===== config.mk =====
export PLATFORM = sky130hd
export DESIGN_NAME = balanca_price_ctrl_flat
export DESIGN_NICKNAME = d
export VERILOG_FILES = /design/src/rtl/balanca_price_ctrl_pkg.sv /design/src/rtl/balanca_price_ctrl_if.sv /design/src/rtl/balanca_price_ctrl_seq_divider.sv /design/src/rtl/balanca_price_ctrl.sv /design/src/flat_wrapper.sv
export SDC_FILE = /design/constraint.sdc
export NUM_CORES = 1
export LEC_CHECK = 0
export BUFFER_PORTS_ARGS = -buffer_cell sky130_fd_sc_hd__clkbuf_2
export CORE_MARGIN = 1.5
export CORE_UTILIZATION = 40
export CTS_CLUSTER_DIAMETER = 50
export DETAILED_ROUTE_END_ITERATION = 12
export SETUP_SLACK_MARGIN = 0.1
export SLEW_MARGIN = 15
export SYNTH_ARGS = -nofsm -noshare
export SYNTH_HDL_FRONTEND = slang
export SYNTH_SLANG_ARGS = --single-unit

===== constraint.sdc =====
create_clock -name i_clk -period 3.5 [get_ports i_clk]
set_clock_uncertainty 0.15 [all_clocks]
set_input_delay 0.35 -clock i_clk [delete_from_list [all_inputs] [get_ports i_clk]]
set_output_delay 0.35 -clock i_clk [all_outputs]
set_load 0.05 [all_outputs]

===== src/rtl/balanca_price_ctrl_pkg.sv =====
// rtl/balanca_price_ctrl_pkg.sv - shared types and constants for the price controller
// Purpose: FSM state encoding, unit-conversion constants and the iteration
//          counts for each phase of the sequential price computation.
// Ports:   none (package).
package balanca_price_ctrl_pkg;

  typedef enum logic [2:0] {
    ST_IDLE  = 3'd0,
    ST_MUL   = 3'd1,
    ST_DIV_K = 3'd2,
    ST_DIV_C = 3'd3,
    ST_DONE  = 3'd4
  } state_t;

  localparam int CENTS_PER_EURO = 100;
  localparam int GRAMS_PER_KG   = 1000;
  localparam int ROUND_BIAS     = 500;

  localparam int MUL_CYC  = 12;  // one step per weight bit
  localparam int DIVK_CYC = 22;  // one step per product bit
  localparam int DIVC_CYC = 13;  // one step per totalCents bit

  // Divisors (1000 and 100) both fit here; the remainder is always below them.
  localparam int DIVISOR_W = 10;

endpackage


===== src/rtl/balanca_price_ctrl_if.sv =====
// rtl/balanca_price_ctrl_if.sv - handshake and operand/result bundle of the price controller
// Purpose: groups the start/busy/done handshake with operands and results.
// Signals: start, weightInGrams, centimos (requester -> controller);
//          busy, done, preco, precofr (controller -> requester).
// Modports: master = requester side, slave = controller side.
interface balanca_price_ctrl_if #(
  parameter int WEIGHT_W = 12,
  parameter int PRICE_W  = 10,
  parameter int OUT_W    = 12
);

  logic                start;
  logic [WEIGHT_W-1:0] weightInGrams;
  logic [PRICE_W-1:0]  centimos;
  logic                busy;
  logic                done;
  logic [OUT_W-1:0]    preco;
  logic [OUT_W-1:0]    precofr;

  modport master (
    output start, weightInGrams, centimos,
    input  busy, done, preco, precofr
  );

  modport slave (
    input  start, weightInGrams, centimos,
    output busy, done, preco, precofr
  );

endinterface


===== src/rtl/balanca_price_ctrl_seq_divider.sv =====
// rtl/balanca_price_ctrl_seq_divider.sv - restoring divider, one quotient bit per step
// Purpose: sequential unsigned restoring divider shared by both division passes.
// Ports:   i_clk, i_reset   clock, synchronous active-high reset
//          i_load           capture i_dividend / i_divisor, clear remainder (wins over i_step)
//          i_step           produce one quotient bit, MSB first
//          o_quo, o_rem     registered quotient / partial remainder
//          o_quo_nxt        quotient as it will be after this cycle's step, so a
//                           caller can chain a new load on the final step edge
module balanca_price_ctrl_seq_divider
  import balanca_price_ctrl_pkg::*;
#(
  parameter int DIVIDEND_W = 22,
  parameter int DIVSR_W    = DIVISOR_W
) (
  input  logic                  i_clk,
  input  logic                  i_reset,
  input  logic                  i_load,
  input  logic                  i_step,
  input  logic [DIVIDEND_W-1:0] i_dividend,
  input  logic [DIVSR_W-1:0]    i_divisor,
  output logic [DIVIDEND_W-1:0] o_quo,
  output logic [DIVSR_W-1:0]    o_rem,
  output logic [DIVIDEND_W-1:0] o_quo_nxt
);

  // r_quo starts as the dividend and fills with quotient bits from the right
  // while dividend bits leave from the left into the remainder.
  logic [DIVIDEND_W-1:0] r_quo;
  logic [DIVSR_W-1:0]    r_rem;
  logic [DIVSR_W-1:0]    r_div;

  logic [DIVSR_W:0]      w_shift;
  logic                  w_ge;
  logic [DIVSR_W-1:0]    w_sub;
  logic [DIVSR_W-1:0]    w_rem_nxt;

  assign w_shift   = {r_rem, r_quo[DIVIDEND_W-1]};
  assign w_ge      = (w_shift >= {1'b0, r_div});
  // The difference is below the divisor whenever it is kept, so the low bits suffice.
  assign w_sub     = w_shift[DIVSR_W-1:0] - r_div;
  assign w_rem_nxt = w_ge ? w_sub : w_shift[DIVSR_W-1:0];
  assign o_quo_nxt = {r_quo[DIVIDEND_W-2:0], w_ge};

  always_ff @(posedge i_clk) begin
    if (i_reset) begin
      r_quo <= '0;
      r_rem <= '0;
      r_div <= '0;
    end else if (i_load) begin
      r_quo <= i_dividend;
      r_rem <= '0;
      r_div <= i_divisor;
    end else if (i_step) begin
      r_quo <= o_quo_nxt;
      r_rem <= w_rem_nxt;
    end
  end

  assign o_quo = r_quo;
  assign o_rem = r_rem;

endmodule


===== src/rtl/balanca_price_ctrl.sv =====
// rtl/balanca_price_ctrl.sv - sequential weight x price -> euros/cents controller
// Purpose: product = weight*price (shift-add), totalCents = (product+500)/1000,
//          preco = totalCents/100, precofr = totalCents%100, using one shared
//          restoring divider for both divisions. Fixed 48-cycle latency.
// Ports:   i_clk, i_reset   clock, synchronous active-high reset
//          bus (slave)      start/weightInGrams/centimos in,
//                           busy/done/preco/precofr out (all registered)
module balanca_price_ctrl
  import balanca_price_ctrl_pkg::*;
#(
  parameter int WEIGHT_W = 12,
  parameter int PRICE_W  = 10,
  parameter int OUT_W    = 12
) (
  input  logic                 i_clk,
  input  logic                 i_reset,
  balanca_price_ctrl_if.slave  bus
);

  localparam int PROD_W = WEIGHT_W + PRICE_W;
  localparam int TOT_W  = DIVC_CYC;
  localparam int PAD_W  = PROD_W - TOT_W;

  localparam logic [4:0] MUL_LAST  = 5'(MUL_CYC - 1);
  localparam logic [4:0] DIVK_LAST = 5'(DIVK_CYC - 1);
  localparam logic [4:0] DIVC_LAST = 5'(DIVC_CYC - 1);

  state_t              r_state;
  logic [4:0]          r_cnt;
  logic [WEIGHT_W-1:0] r_mplier;
  logic [PROD_W-1:0]   r_mcand;
  logic [PROD_W-1:0]   r_acc;
  logic                r_busy;
  logic                r_done;
  logic [OUT_W-1:0]    r_preco;
  logic [OUT_W-1:0]    r_precofr;

  logic [PROD_W-1:0]    w_acc_nxt;
  logic                 w_div_load;
  logic                 w_div_step;
  logic [PROD_W-1:0]    w_div_dividend;
  logic [DIVISOR_W-1:0] w_divisor;
  logic [PROD_W-1:0]    w_quo;
  logic [PROD_W-1:0]    w_quo_nxt;
  logic [DIVISOR_W-1:0] w_rem;
  logic                 w_unused_quo_hi;

  // LSB-first shift-add: multiplier shifts right, multiplicand shifts left.
  assign w_acc_nxt = r_acc + (r_mplier[0] ? r_mcand : '0);

  // Divider sequencing. Each pass loads on the final edge of the previous
  // phase so every phase spends exactly its iteration count stepping.
  // totalCents is left-aligned for the /100 pass so only its 13 bits are walked.
  always_comb begin
    w_div_load     = 1'b0;
    w_div_step     = 1'b0;
    w_div_dividend = '0;
    w_divisor      = '0;
    case (r_state)
      ST_MUL: begin
        if (r_cnt == MUL_LAST) begin
          w_div_load     = 1'b1;
          w_div_dividend = w_acc_nxt + PROD_W'(ROUND_BIAS);
          w_divisor      = DIVISOR_W'(GRAMS_PER_KG);
        end
      end
      ST_DIV_K: begin
        w_div_step = 1'b1;
        if (r_cnt == DIVK_LAST) begin
          w_div_load     = 1'b1;
          w_div_dividend = {w_quo_nxt[TOT_W-1:0], {PAD_W{1'b0}}};
          w_divisor      = DIVISOR_W'(CENTS_PER_EURO);
        end
      end
      ST_DIV_C: w_div_step = 1'b1;
      default: ;
    endcase
  end

  balanca_price_ctrl_seq_divider #(
    .DIVIDEND_W (PROD_W),
    .DIVSR_W    (DIVISOR_W)
  ) u_div (
    .i_clk      (i_clk),
    .i_reset    (i_reset),
    .i_load     (w_div_load),
    .i_step     (w_div_step),
    .i_dividend (w_div_dividend),
    .i_divisor  (w_divisor),
    .o_quo      (w_quo),
    .o_rem      (w_rem),
    .o_quo_nxt  (w_quo_nxt)
  );

  // Quotients never exceed 13 bits; the upper divider bits stay zero.
  assign w_unused_quo_hi = &{1'b0, w_quo[PROD_W-1:TOT_W], w_quo_nxt[PROD_W-1:TOT_W]};

  always_ff @(posedge i_clk) begin
    if (i_reset) begin
      r_state   <= ST_IDLE;
      r_cnt     <= '0;
      r_mplier  <= '0;
      r_mcand   <= '0;
      r_acc     <= '0;
      r_busy    <= 1'b0;
      r_done    <= 1'b0;
      r_preco   <= '0;
      r_precofr <= '0;
    end else begin
      r_done <= 1'b0;
      case (r_state)
        ST_IDLE: begin
          if (bus.start) begin
            r_mplier <= bus.weightInGrams;
            r_mcand  <= PROD_W'(bus.centimos);
            r_acc    <= '0;
            r_cnt    <= '0;
            r_busy   <= 1'b1;
            r_state  <= ST_MUL;
          end
        end
        ST_MUL: begin
          r_acc    <= w_acc_nxt;
          r_mplier <= r_mplier >> 1;
          r_mcand  <= r_mcand << 1;
          if (r_cnt == MUL_LAST) begin
            r_cnt   <= '0;
            r_state <= ST_DIV_K;
          end else begin
            r_cnt <= r_cnt + 5'd1;
          end
        end
        ST_DIV_K: begin
          if (r_cnt == DIVK_LAST) begin
            r_cnt   <= '0;
            r_state <= ST_DIV_C;
          end else begin
            r_cnt <= r_cnt + 5'd1;
          end
        end
        ST_DIV_C: begin
          if (r_cnt == DIVC_LAST) begin
            r_cnt   <= '0;
            r_state <= ST_DONE;
          end else begin
            r_cnt <= r_cnt + 5'd1;
          end
        end
        ST_DONE: begin
          r_preco   <= OUT_W'(w_quo[TOT_W-1:0]);
          r_precofr <= OUT_W'(w_rem);
          r_done    <= 1'b1;
          r_busy    <= 1'b0;
          r_state   <= ST_IDLE;
        end
        default: r_state <= ST_IDLE;
      endcase
    end
  end

  assign bus.busy    = r_busy;
  assign bus.done    = r_done;
  assign bus.preco   = r_preco;
  assign bus.precofr = r_precofr;

endmodule


===== src/flat_wrapper.sv =====
// flat-port wrapper written by rule: the top's interface ports become plain ports
module balanca_price_ctrl_flat import balanca_price_ctrl_pkg::*;
#(
  parameter int WEIGHT_W = 12,
  parameter int PRICE_W  = 10,
  parameter int OUT_W    = 12
)
  (i_clk, i_reset, bus_start, bus_weightInGrams, bus_centimos, bus_busy, bus_done, bus_preco, bus_precofr);
  balanca_price_ctrl_if #(.WEIGHT_W(WEIGHT_W), .PRICE_W(PRICE_W), .OUT_W(OUT_W)) bus_i ();
  input  logic i_clk;
  input  logic i_reset;
  input wire logic [$bits(bus_i.start)-1:0] bus_start;
  input wire logic [$bits(bus_i.weightInGrams)-1:0] bus_weightInGrams;
  input wire logic [$bits(bus_i.centimos)-1:0] bus_centimos;
  output wire logic [$bits(bus_i.busy)-1:0] bus_busy;
  output wire logic [$bits(bus_i.done)-1:0] bus_done;
  output wire logic [$bits(bus_i.preco)-1:0] bus_preco;
  output wire logic [$bits(bus_i.precofr)-1:0] bus_precofr;
  assign bus_i.start = bus_start;
  assign bus_i.weightInGrams = bus_weightInGrams;
  assign bus_i.centimos = bus_centimos;
  assign bus_busy = bus_i.busy;
  assign bus_done = bus_i.done;
  assign bus_preco = bus_i.preco;
  assign bus_precofr = bus_i.precofr;
  balanca_price_ctrl #(.WEIGHT_W(WEIGHT_W), .PRICE_W(PRICE_W), .OUT_W(OUT_W)) u_core (.i_clk(i_clk), .i_reset(i_reset), .bus(bus_i));
endmodule

==> impl_metrics.csv <==
group,metric,value,unit
final_layout,num_antenna_cells,0,
logic_synthesis,dominant_combinational_cell_family_by_area_after_synthesis,"simple AND/OR/NAND/NOR gates",
global_routing,grt_antenna_before_repair,0,
global_routing,met1_usage,26.00,%
logic_synthesis,synth-main-ff-cell,"dfxtp_1",
drt,drt-vias-per-instance,5.364,
sta,final.period_utilization,95.15,%
setup_path,worst-r2r-setup-slack,170,ps
die,num_rows,47,
clocking,cts_bufs_inserted,17,
logic_synthesis,synth-seq-cells,123,
die,height_of_the_die,133.4,µm
final_layout,post_route_utilization,50.34,%
setup_path,worstPathArrival,3450,ps
worst_hold_path,hold_class,"in -> reg",
logic_synthesis,post_synth_mux_area_share,1.491,%
drt,drc,0,
sta,fmax,300.3,MHz
pwr,power.density,410.5,mW/mm²
logic_synthesis,syn_avg_cell_area,7.842,µm²
placement,hpwl_dp,11320,µm
pwr,p_total,3.427,mW
drt,via_count,6249,
final_layout,final_layout_size_suffix_gt1_share,19.89,%
drt,drtAntennaViolNets,0,
logic_synthesis,post_synth_instance_area,0.006799,mm²
sta,finalWorstPathRequiredPeriod,3330,ps
placement,pre_cts_slack,42.68,ps
setup_path,crit_fanout,6,
drt,drt-initial-drc-count,407,
final_layout,num-fill-cells,1650,
sta,timing.final.setup_violations,0,
sta,worst_slew_margin_rel,39.16,%
clocking,cts_tree,"done",
clocking,cts_max_path_buffers,2,
worst_hold_path,hold_start,"bus_weightInGrams[11]",
global_routing,grt_overflow,0,
logic_synthesis,postSynth.asyncResetShare,0,%
logic_synthesis,yosysWarningCount,0,
clocking,post_cts_hold_buffer_count,0,
sta,final_report_max_slew_violation_count,0,
global_routing,grt_start_max_net_pins,84,
clocking,clk_root_buffer_cell,"clkbuf_16",
setup_path,critical_path_required,3620,ps
sta,finalWorstSetupSlack,169.6,ps
drt,detailedRoute.firstPassIterationCount,4,
placement,placement.io_buffers,48,
sta,hold_viol,0,
setup_path,critical_path.endpoint_type,"flop",
setup_path,crit_type,"reg -> reg",
setup_path,crit_path_start_kind,"flop",
die,start_util,41.00,%
sta,unrepaired_setup_endpoints_after_global_routing,"yes",
global_routing,top_usage_layer,"met2",
global_routing,globalRouteTotalUtil,19.53,%
die,chipWidth,133.4,µm
clocking,cts_sinks,123,
final_layout,most-common-layout-cells,"nor2_1 (129), dfxtp_1 (122), nand2_1 (99)",
global_routing,global_route_wire_length_before_repair,28370,µm
clocking,clkLatencyLatePin,420,ps
die,ioPinCount,51,
sta,tightestPinTransition,912.5,ps
global_routing,grt_use_met2,31.43,%
setup_path,worstReg2RegStart,"u_core.r_mplier[0]",
pwr,worst_ir_drop_vdd,0.0003799,V
logic_synthesis,distinct_cells_synth,73,
clocking,cts-htree-levels,4,
drt,postRouteWirelength,16960,µm
die,fp.coreArea,0.01658,mm²
outcome,run_status,"finished clean",
logic_synthesis,gate_count_of_the_mapped_netlist,867,
die,die_area,0.01779,mm²
global_routing,first_global_vias,5776,
logic_synthesis,ys_seq_area_share,36.22,%
logic_synthesis,area_fraction_in_compound_gates_after_synthesis,22.18,%
drt,avgRoutedWirePerCell,14.56,µm
logic_synthesis,synth_simple_gate_area_share,24.70,%
logic_synthesis,number_of_enable_flip_flop_cells_after_synthesis,0,
pwr,cellLeakagePower,3.308,nW
global_routing,globalRouteMet3Util,3.425,%
final_layout,nNetsFinal,991,
logic_synthesis,synth_xor_area_share,4.380,%
clocking,clk_slew_on_worst_s_h_paths,60,ps
job,cap_viol_max_count,0,
setup_path,worst_setup_path_startpoint,"u_core.r_mplier[0]",
logic_synthesis,synth_fa_ha_area_share,6.478,%
final_layout,commonest_non_fill_non_tap_cell_in_the_layout,"nor2_1",
placement,place.gp.congestion,0.8501,
final_layout,layout-area-overhead-vs-synth,22.78,%
critical path, stage by stage (launching register included):
cell and delay, ps:
dfxtp_4 370, and2_4 150, ha_4 130, inv_2 40, fa_2 380, nand2b_4 170, a211oi_4 280, buf_4 170
o21a_1 170, mux2i_1 200, and4_4 280, nand4_4 120, a2111oi_4 310, xnor2_1 160, o32ai_1 90
final timing paths:
path,endpoint,cells after the start
worst max-delay path,u_core.u_div.o_quo[21],14
worst min-delay path,u_core.r_mplier[11],3
worst max register to register,u_core.u_div.o_quo[21],14
worst min register to register,u_core.bus.preco[2],2
logic make-up (layout without fill, tap and decap cells):
kind of cell	count (synthesis)	after routing
AND/OR/NAND/NOR	362	362
adder cells (fa/ha/maj)	34	34
buffers and inverters	76	153
XOR/XNOR	34	34
multiplexers	10	10
other	1	2
AO/OA/AOI/OAI	227	227
flip-flops	123	123
sequential cells by signal, indices dropped and copies added, names as in the netlist, 5 cells and up:
name / flops
u_core.r_acc: 22
u_core.r_mcand: 22
u_core.r_cnt: 5
u_core.u_div.o_rem: 10
u_core.u_div.o_quo: 22
u_core.r_mplier: 12
u_core.bus.preco: 12
u_core.bus.precofr: 10
what timing repair did:
| item | 4_1_cts | 5_1_grt |
|---|---|---|
| resized for setup | 2 | 44 |
| buffers inserted | 0 | 9 |
| endpoints found under the hold margin | 0 | 0 |
| setup endpoints to repair | 4 | 14 |
| pin swaps | 0 | 20 |
metrics by stage:
step / cells / hold WS (ps) / TNS [ps] / cell area, µm²
2_1_floorplan: 868 / 286.7 / 0 / 6833
3_3_place_gp: 1124 / 292.9 / 0 / 7468
3_5_place_dp: 1124 / 295.9 / 0 / 7468
4_1_cts: 1156 / 15.89 / 0 / 8053
5_1_grt: 1165 / 48.69 / -11.76 / 8348
6_report: 1165 / 30.47 / 0 / 8348
synth_stat cells (all sizes together), types with 7 or more instances:
cell type	instances	area, µm²
nor2	132	495.5
dfxtp	123	2462
nand2	99	371.6
a21oi	73	365.4
clkbuf	53	200.2
nor3	41	205.2
a22oi	32	240.2
ha	32	400.4
o21ai	28	140.1
and2	26	165.2
o22ai	25	156.4
xnor2	24	210.2
inv	16	60.06
a211oi	13	97.59
nand4	10	77.57
xor2	10	87.58
mux2i	9	90.09
nand3	9	45.04
a21o	8	61.31
a221oi	7	61.31
buf	7	46.29
or3	7	45.05
power by group:
part / internal (mW) / switching [mW] / leakage, nW
registers: 1.43 / 0.0215 / 0.997
logic: 0.0896 / 0.153 / 2.04
clock network: 1.05 / 0.682 / 0.270
total: 2.57 / 0.857 / 3.31
routing by layer:
layer  vias up  wire length (µm)
met3        22               546
met5         -                 0
met4         0               294
met1      2893              8219
met2       108              7899
li1       3226                 -
final cells by class:
class                           count  area (µm²)  area share, %
Tap cell                          220       275.3          3.297
Clock inverter                     13       143.9          1.724
Inverter                           16       60.06         0.7194
Sequential cell                   123        2466          29.54
Multi-Input combinational cell    669        4284          51.32
Timing Repair Buffer              105       685.7          8.213
Clock buffer                       19       432.9          5.186
Note: power is estimated with default switching activity, not from simulation.
